===== config.mk =====
export PLATFORM = sky130hd
export DESIGN_NAME = max7219_serial_rx
export DESIGN_NICKNAME = d
export VERILOG_FILES = /design/src/rtl/max7219_pkg.sv /design/src/rtl/serial_sync_edge.sv /design/src/rtl/max7219_serial_rx.sv
export SDC_FILE = /design/constraint.sdc
export NUM_CORES = 1
export LEC_CHECK = 0
export ABC_AREA = 1
export CAP_MARGIN = 40
export CORE_MARGIN = 2
export CORE_UTILIZATION = 30
export DETAILED_ROUTE_END_ITERATION = 12
export GPL_TIMING_DRIVEN = 0
export SLEW_MARGIN = 20
export SYNTH_ARGS = -nofsm -noshare
export SYNTH_HDL_FRONTEND = slang
export SYNTH_SLANG_ARGS = --single-unit

===== constraint.sdc =====
create_clock -name i_clk -period 1.7 [get_ports i_clk]
set_input_delay 0.34 -clock i_clk [delete_from_list [all_inputs] [get_ports i_clk]]
set_output_delay 0.34 -clock i_clk [all_outputs]
set_load 0.03 [all_outputs]

===== src/rtl/max7219_pkg.sv =====
// Shared constants and types for the MAX7219-style serial receiver.
package max7219_pkg;

    localparam int unsigned FRAME_BITS_DEF = 16;
    localparam int unsigned ADDR_W         = 4;
    localparam int unsigned DATA_W         = 8;

    localparam logic [ADDR_W-1:0] ADDR_NOOP         = 4'h0;
    localparam logic [ADDR_W-1:0] ADDR_DIGIT0       = 4'h1;
    localparam logic [ADDR_W-1:0] ADDR_DIGIT1       = 4'h2;
    localparam logic [ADDR_W-1:0] ADDR_DIGIT2       = 4'h3;
    localparam logic [ADDR_W-1:0] ADDR_DIGIT3       = 4'h4;
    localparam logic [ADDR_W-1:0] ADDR_DIGIT4       = 4'h5;
    localparam logic [ADDR_W-1:0] ADDR_DIGIT5       = 4'h6;
    localparam logic [ADDR_W-1:0] ADDR_DIGIT6       = 4'h7;
    localparam logic [ADDR_W-1:0] ADDR_DIGIT7       = 4'h8;
    localparam logic [ADDR_W-1:0] ADDR_DECODE       = 4'h9;
    localparam logic [ADDR_W-1:0] ADDR_INTENSITY    = 4'hA;
    localparam logic [ADDR_W-1:0] ADDR_SCAN_LIMIT   = 4'hB;
    localparam logic [ADDR_W-1:0] ADDR_SHUTDOWN     = 4'hC;
    localparam logic [ADDR_W-1:0] ADDR_DISPLAY_TEST = 4'hF;

    localparam logic [63:0] RST_DIGITS       = 64'h0;
    localparam logic [7:0]  RST_DECODE       = 8'h00;
    localparam logic [3:0]  RST_INTENSITY    = 4'h0;
    localparam logic [2:0]  RST_SCAN_LIMIT   = 3'h0;
    localparam logic        RST_SHUTDOWN_N   = 1'b0;
    localparam logic        RST_DISPLAY_TEST = 1'b0;

    // One decoded register write taken from a completed frame.
    typedef struct packed {
        logic [ADDR_W-1:0] addr;
        logic [DATA_W-1:0] data;
    } wr_req_t;

endpackage


===== src/rtl/serial_sync_edge.sv =====
// Multi-flop synchronizer with a history flop for edge detection.
module serial_sync_edge #(
    parameter int unsigned SYNC_STAGES = 2
) (
    input  logic i_clk,
    input  logic i_reset_n,
    input  logic i_async,
    output logic o_level,
    output logic o_rise_c,
    output logic o_fall_c
);

    logic [SYNC_STAGES-1:0] r_sync;
    logic                   r_hist;

    // Shift the asynchronous input through the synchronizer chain and keep one sample of history.
    always_ff @(posedge i_clk) begin
        if (!i_reset_n) begin
            r_sync <= '0;
            r_hist <= 1'b0;
        end else begin
            r_sync <= {r_sync[SYNC_STAGES-2:0], i_async};
            r_hist <= r_sync[SYNC_STAGES-1];
        end
    end

    assign o_level  = r_sync[SYNC_STAGES-1];
    assign o_rise_c =  r_sync[SYNC_STAGES-1] & ~r_hist;
    assign o_fall_c = ~r_sync[SYNC_STAGES-1] &  r_hist;

endmodule


===== src/rtl/max7219_serial_rx.sv =====
// Receive side of the 3-wire display link: oversampled shift-in, commit on load rise, register file.
module max7219_serial_rx
    import max7219_pkg::*;
#(
    parameter int unsigned SYNC_STAGES = 2,
    parameter int unsigned FRAME_BITS  = FRAME_BITS_DEF
) (
    input  logic        i_clk,
    input  logic        i_reset_n,
    input  logic        i_serial_clk,
    input  logic        i_serial_dout,
    input  logic        i_serial_load,
    output logic [63:0] o_digits,
    output logic [7:0]  o_decode_mode,
    output logic [3:0]  o_intensity,
    output logic [2:0]  o_scan_limit,
    output logic        o_shutdown_n,
    output logic        o_display_test,
    output logic        o_wr_valid,
    output logic [3:0]  o_wr_addr,
    output logic [7:0]  o_wr_data,
    output logic        o_frame_err
);

    localparam int unsigned CNT_W = $clog2(FRAME_BITS + 1);

    logic w_sck_level_unused;
    logic w_sck_rise;
    logic w_sck_fall_unused;
    logic w_dout_level;
    logic w_dout_rise_unused;
    logic w_dout_fall_unused;
    logic w_load_level;
    logic w_load_rise;
    logic w_load_fall;
    logic w_shift;
    logic w_frame_full;
    logic w_sr_hi_unused;

    logic [FRAME_BITS-1:0] r_sr;
    logic [CNT_W-1:0]      r_cnt;
    logic                  r_req_valid;
    wr_req_t               r_req;
    logic                  r_err_pend;

    logic [63:0] r_digits;
    logic [7:0]  r_decode_mode;
    logic [3:0]  r_intensity;
    logic [2:0]  r_scan_limit;
    logic        r_shutdown_n;
    logic        r_display_test;
    logic        r_wr_valid;
    logic [3:0]  r_wr_addr;
    logic [7:0]  r_wr_data;
    logic        r_frame_err;

    serial_sync_edge #(.SYNC_STAGES(SYNC_STAGES)) u_sync_sck (
        .i_clk     (i_clk),
        .i_reset_n (i_reset_n),
        .i_async   (i_serial_clk),
        .o_level   (w_sck_level_unused),
        .o_rise_c  (w_sck_rise),
        .o_fall_c  (w_sck_fall_unused)
    );

    serial_sync_edge #(.SYNC_STAGES(SYNC_STAGES)) u_sync_dout (
        .i_clk     (i_clk),
        .i_reset_n (i_reset_n),
        .i_async   (i_serial_dout),
        .o_level   (w_dout_level),
        .o_rise_c  (w_dout_rise_unused),
        .o_fall_c  (w_dout_fall_unused)
    );

    serial_sync_edge #(.SYNC_STAGES(SYNC_STAGES)) u_sync_load (
        .i_clk     (i_clk),
        .i_reset_n (i_reset_n),
        .i_async   (i_serial_load),
        .o_level   (w_load_level),
        .o_rise_c  (w_load_rise),
        .o_fall_c  (w_load_fall)
    );

    // A load rise already shows level high, so a coincident sck rise is dropped here too.
    assign w_shift        = w_sck_rise & ~w_load_level;
    assign w_frame_full   = (r_cnt == CNT_W'(FRAME_BITS));
    assign w_sr_hi_unused = ^r_sr[FRAME_BITS-1:12];

    // Shift register and saturating bit counter; load fall restarts the count.
    always_ff @(posedge i_clk) begin
        if (!i_reset_n) begin
            r_sr  <= '0;
            r_cnt <= '0;
        end else if (w_load_fall) begin
            r_cnt <= '0;
        end else if (w_shift) begin
            r_sr <= {r_sr[FRAME_BITS-2:0], w_dout_level};
            if (!w_frame_full) begin
                r_cnt <= r_cnt + CNT_W'(1);
            end
        end
    end

    // Evaluate the frame on load rise: queue a write for a full frame, an error otherwise.
    always_ff @(posedge i_clk) begin
        if (!i_reset_n) begin
            r_req_valid <= 1'b0;
            r_req       <= '0;
            r_err_pend  <= 1'b0;
        end else begin
            r_req_valid <= w_load_rise & w_frame_full;
            r_err_pend  <= w_load_rise & ~w_frame_full;
            if (w_load_rise & w_frame_full) begin
                r_req.addr <= r_sr[11:8];
                r_req.data <= r_sr[7:0];
            end
        end
    end

    // Register file update, write strobe and error strobe all land on the same edge.
    always_ff @(posedge i_clk) begin
        if (!i_reset_n) begin
            r_digits       <= RST_DIGITS;
            r_decode_mode  <= RST_DECODE;
            r_intensity    <= RST_INTENSITY;
            r_scan_limit   <= RST_SCAN_LIMIT;
            r_shutdown_n   <= RST_SHUTDOWN_N;
            r_display_test <= RST_DISPLAY_TEST;
            r_wr_valid     <= 1'b0;
            r_wr_addr      <= '0;
            r_wr_data      <= '0;
            r_frame_err    <= 1'b0;
        end else begin
            r_wr_valid  <= r_req_valid;
            r_frame_err <= r_err_pend;
            if (r_req_valid) begin
                r_wr_addr <= r_req.addr;
                r_wr_data <= r_req.data;
                case (r_req.addr)
                    ADDR_NOOP:         ;
                    ADDR_DIGIT0:       r_digits[7:0]   <= r_req.data;
                    ADDR_DIGIT1:       r_digits[15:8]  <= r_req.data;
                    ADDR_DIGIT2:       r_digits[23:16] <= r_req.data;
                    ADDR_DIGIT3:       r_digits[31:24] <= r_req.data;
                    ADDR_DIGIT4:       r_digits[39:32] <= r_req.data;
                    ADDR_DIGIT5:       r_digits[47:40] <= r_req.data;
                    ADDR_DIGIT6:       r_digits[55:48] <= r_req.data;
                    ADDR_DIGIT7:       r_digits[63:56] <= r_req.data;
                    ADDR_DECODE:       r_decode_mode   <= r_req.data;
                    ADDR_INTENSITY:    r_intensity     <= r_req.data[3:0];
                    ADDR_SCAN_LIMIT:   r_scan_limit    <= r_req.data[2:0];
                    ADDR_SHUTDOWN:     r_shutdown_n    <= r_req.data[0];
                    ADDR_DISPLAY_TEST: r_display_test  <= r_req.data[0];
                    default:           ;
                endcase
            end
        end
    end

    assign o_digits       = r_digits;
    assign o_decode_mode  = r_decode_mode;
    assign o_intensity    = r_intensity;
    assign o_scan_limit   = r_scan_limit;
    assign o_shutdown_n   = r_shutdown_n;
    assign o_display_test = r_display_test;
    assign o_wr_valid     = r_wr_valid;
    assign o_wr_addr      = r_wr_addr;
    assign o_wr_data      = r_wr_data;
    assign o_frame_err    = r_frame_err;

endmodule


After elaboration in Yosys (flattened, before gate mapping)
Cells that the tools add are included.

Register bits after elaboration: 134. Bits of input ports: 5. Output and inout port bits: 95. Word-level logic and storage cells: 71.

$add $sub $neg: 1. Equality and inequality tests: 14. Bitwise operators: 12. Reductions and logical operators: 16.

Operators by type and width (count): 2-bit AND reduction (15); 4-bit == test (second input constant) (6); 4-bit by 3-bit == test with 1-bit output (second input constant) (4); 4-bit by 2-bit == test with 1-bit output (second input constant) (2); 1-bit AND (6); 1-bit inverter (6); 5-bit by 1-bit adder with 5-bit output (second input constant) (1); 5-bit == test (second input constant) (1); 4-bit by 1-bit == test with 1-bit output (second input constant) (1); 2-bit OR reduction (1).

Logic depth before layout (Yosys ltp)
Gate-level depths: netlist of run 1.

Word-level depth: 4. Mapped depth: 8. Gate-level depth less buffers: 8.

Modules after synthesis
From an unflattened synthesis of run 1, not the netlist that was laid out.

Cell total of the unflattened synthesis: 645. Area total of the unflattened synthesis: 4937.2 um^2.

Modules (own cells, without submodules): max7219_serial_rx (times used 1, cells an instance 606, area each 4636.9 um^2); serial_sync_edge (times used 3, cells an instance 13, area each 100.1 um^2).

Worst setup path before layout of run 1
Ideal clock, no wire load.

Path kind: reg-to-reg. From: reg r_cnt[0]. To: reg r_req[7] (netlist name). Arrival: 1.151 ns. Data required time: 1.568 ns. Setup slack: 0.416 ns. Cell stages (with the launch flop): 9. Path buffers: 1. Clock period less this slack: 1.284 ns. Cells stage by stage: dfxtp_1 -> inv_1 -> ha_1 -> nand2_1 -> nor2_2 -> nand2_1 -> buf_2 -> nand2_1 -> a21oi_1.

Longest elaborated chain between the ends: 2.

Ends and longest elaborated chain: start, declared (line max7219_serial_rx.sv:41) `logic [CNT_W-1:0] r_cnt;`; start signal, assigned (line max7219_serial_rx.sv:99) `r_cnt <= r_cnt + CNT_W'(1);`; 5-bit == test (line max7219_serial_rx.sv:86) `assign w_frame_full = (r_cnt == CNT_W'(FRAME_BITS));`; 1-bit AND (line max7219_serial_rx.sv:113) `if (w_load_rise & w_frame_full) begin`; end, declared (line max7219_serial_rx.sv:43) `wr_req_t r_req;`.

No other way between the ends. A chain may end at the register's enable or synchronous reset.

Worst setup path in the final report of run 1
From: reg r_wr_addr[0], in the netlist o_wr_addr[0]. To: out o_wr_addr[0].

RTL lines: start, declared (line max7219_serial_rx.sv:53) `logic [3:0] r_wr_addr;`; start signal, assigned (line max7219_serial_rx.sv:137) `r_wr_addr <= r_req.addr;`; end, declared (line max7219_serial_rx.sv:20) `output logic [3:0] o_wr_addr,`.

No word-level cell between the ends.

==> results of run 1 <==
-- repair_timing --
item | in CTS | in global routing
hold endpoints to repair | 0 | 0
resized for setup | 95 | 0
setup endpoints to repair | 95 | 0
-- sequential cells by signal, summed over array words and instances (netlist names), 2 cells and up --
register / flops
u_sync_dout.r_sync: 2
o_wr_data: 8
r_sr: 12
o_digits: 64
o_scan_limit: 3
r_cnt: 5
o_intensity: 4
r_req: 12
o_wr_addr: 4
u_sync_sck.r_sync: 2
o_decode_mode: 8
u_sync_load.r_sync: 2
-- cell usage after synthesis (all sizes together) --
library cell,number,area share (%)
ha,2,0.52
dfxtp,134,56
buf,13,1.6
clkbuf,17,1.3
clkinv,2,0.16
nand4,3,0.39
nor3,2,0.21
inv,42,3.3
nand2,71,5.7
a21oi,58,6.1
nand3,32,3.7
nor2,141,12
o21ai,92,9.6
-- power breakdown --
part	switching, W	internal, W	total [W]
clock network	0.00136	0.00234	0.00370
logic	0.0000944	0.0000416	0.000136
registers	0.00000700	0.00315	0.00316
-- layout make-up --
| class | count | area (µm²) |
|---|---|---|
| Sequential cell | 134 | 2680 |
| Inverter | 44 | 165 |
| Multi-Input combinational cell | 401 | 1810 |
| Fill cell | 1653 | 9240 |
| Tap cell | 216 | 270 |
| Timing Repair Buffer | 98 | 862 |
| Clock inverter | 12 | 154 |
| Buffer | 30 | 140 |
| Clock buffer | 20 | 447 |
-- stage by stage --
step	setup slack, ns	util [%]	cell area, µm²	std cells	total power [W]
3_3_place_gp	0.223	38.3	6040	923	0.00337
3_5_place_dp	0.226	38.3	6040	923	0.00337
4_1_cts	0.120	41.4	6530	955	0.00706
2_1_floorplan	0.416	-	4790	609	0.00332
5_1_grt	0.0356	41.4	6530	955	0.00723
6_report	0.139	41.4	6530	955	0.00699
-- cells by family after synthesis --
family,after synthesis
adder cells (fa/ha/maj),2
flip-flops,134
buffers and inverters,74
AND/OR/NAND/NOR,249
AO/OA/AOI/OAI,150
-- metal layers --
| metal | GRT usage (%) | wire, µm | up-vias |
|---|---|---|---|
| li1 | - | - | 2217 |
| met1 | 21.0 | 6220 | 1889 |
| met2 | 23.7 | 5610 | 104 |
| met3 | 4.03 | 868 | 13 |
| met4 | 5.57 | 148 | 0 |
| met5 | 0 | 0 | - |
-- how the worst max path moves through the flow --
stage	endpoint	slack, ns	depth (start not counted)
after CTS	o_wr_addr[0]	0.12	1
final	o_wr_addr[0]	0.14	1
after global routing	r_req[8]$_SDFFE_PN0P_	0.04	8
after global placement	r_cnt[0]$_SDFFE_PP0P_	0.22	5
after detailed placement	r_req[7]$_SDFFE_PN0P_	0.23	8
after floorplan	r_req[7]$_SDFFE_PN0P_	0.42	8
==> reports/summary.txt, run 1 <==
Buf/Inv on CP -> 1
Hold depth -> 3
Number of global-route vias before repair -> 3854
Initial Utilization -> 30.4%
Worst path cell trace -> dlygate4sd2_1
Die area -> 0.0170 mm²
RSZ-0062 raised after global routing -> no
Worst Hold Launch -> i_reset_n
Main combinational cell family by area after synthesis -> simple AND/OR/NAND/NOR gates
Clock root buffer -> clkbuf_16
Commonest non-fill, non-tap cells in the layout -> nor2_1 (136), dfxtp_1 (134), dlygate4sd2_1 (95)
First-pass DRT Iterations -> 5
Crit path from -> o_wr_addr[0]$_SDFFE_PN0P_
Worst-Skew Late Latency -> 0.41 ns
Clock-pin slew on the worst setup and hold paths -> 0.06 ns
Post CTS Setup Buffer Count -> 0
Critical Path Max Stage Delay -> 0.42 ns
Synthesized instance count -> 609
Count of different cell masters after synthesis -> 21
Crit path max-delay cell type -> dlygate4sd2_1
Adder and majority gate portion of the synthesized area -> 0.522%
Post-route antenna net violation count -> 0
CTS Buf Count -> 17
Vias per inst -> 4.42
Critical path capture point type -> primary output
GPL Wtd Cong -> 0.779
Fin Hold WS -> 0.289 ns
Yosys Warn Count -> 0
Core Box Area -> 0.0158 mm²
Fmax achieved -> 641 MHz
IO Port Bufs -> 98
Most common cell after layout, fill and taps aside -> nor2_1
Worst reg2reg setup slack -> 0.22 ns
CTS max path bufs -> 2
DR WL/cell -> 13.5 µm
Nets -> 733
Synth Area in XOR/XNOR -> 0%
Leak Pwr -> 2.93 nW
Fin crit share -> 91.8%
WS Path Type -> reg -> out
Relative slew slack -> 56.7%
Initial antenna violation count -> 0
R2R cell count -> 8
Rows -> 46
Clock skew -> 0.00781 ns
Synth Area in Compound Gates -> 15.7%
WP data required -> 1.36 ns
N_diodes -> 0
Maxcap violations -> 0
Startpoint Class -> flip-flop
Hold Violations, Final -> 0
Routed via count -> 4223
Global route overflow -> 0
PD cells -> 1070 mW/mm²
Crit-path leading delay family -> buffers and inverters
CTS Hold Bufs -> 0
# IOs -> 100
Peak supply drop -> 0.650 mV
Total track usage -> 15.4%
Min-Delay Path Class -> in -> reg
Hold Path End -> u_sync_load.r_hist$_SDFF_PN0_
CTS tree -> built
Synth Area in Simple Gates -> 21.5%
Die height -> 130 µm
Fin. max-slew vios -> 0
Sum of negative setup slack -> 0 ns
Reg-to-reg startpoint -> r_cnt[0]$_SDFFE_PP0P_
Clk sinks -> 134
Syn Std Cell Area -> 0.00479 mm²
Htree depth -> 4
#FFs+latches synth -> 134
Endpoints failing setup -> 0
1st-iter DRT viols -> 337
Die width -> 130 µm
DPL Wire Length -> 8930 µm
DRC viols -> 0
Tmin final -> 1.56 ns
First-pass GRT wire length -> 19900 µm
Crit-path max FO -> 2
Register area share after synthesis -> 56.0%
Slew @ Worst Pin -> 0.649 ns
Status -> finished clean
DRT Wirelength -> 12900 µm
Reg2reg end -> r_req[7]$_SDFFE_PN0P_
Largest net degree at the start of global routing -> 17
Avg Cell Area, Syn -> 7.87 µm²
Share of cells above drive strength 1 -> 8.12%
WP data arrival -> 1.22 ns
Syn nets -> 616
Area Overhead vs Synth -> 36.2%
Mux cell area share after synthesis -> 0%
Power figures use the tool's default switching activity.
==> run 2: changes to the inputs <==
--- a/config.mk
+++ b/config.mk
@@ -6,6 +6,7 @@
 export NUM_CORES = 1
 export LEC_CHECK = 0
 export ABC_AREA = 1
+export ABC_CLOCK_PERIOD_IN_PS = 1700
 export CAP_MARGIN = 40
 export CORE_MARGIN = 2
 export CORE_UTILIZATION = 30
==> results of run 2 <==
Same layout as run 1: the final DEF is identical, and so are final timing and power.
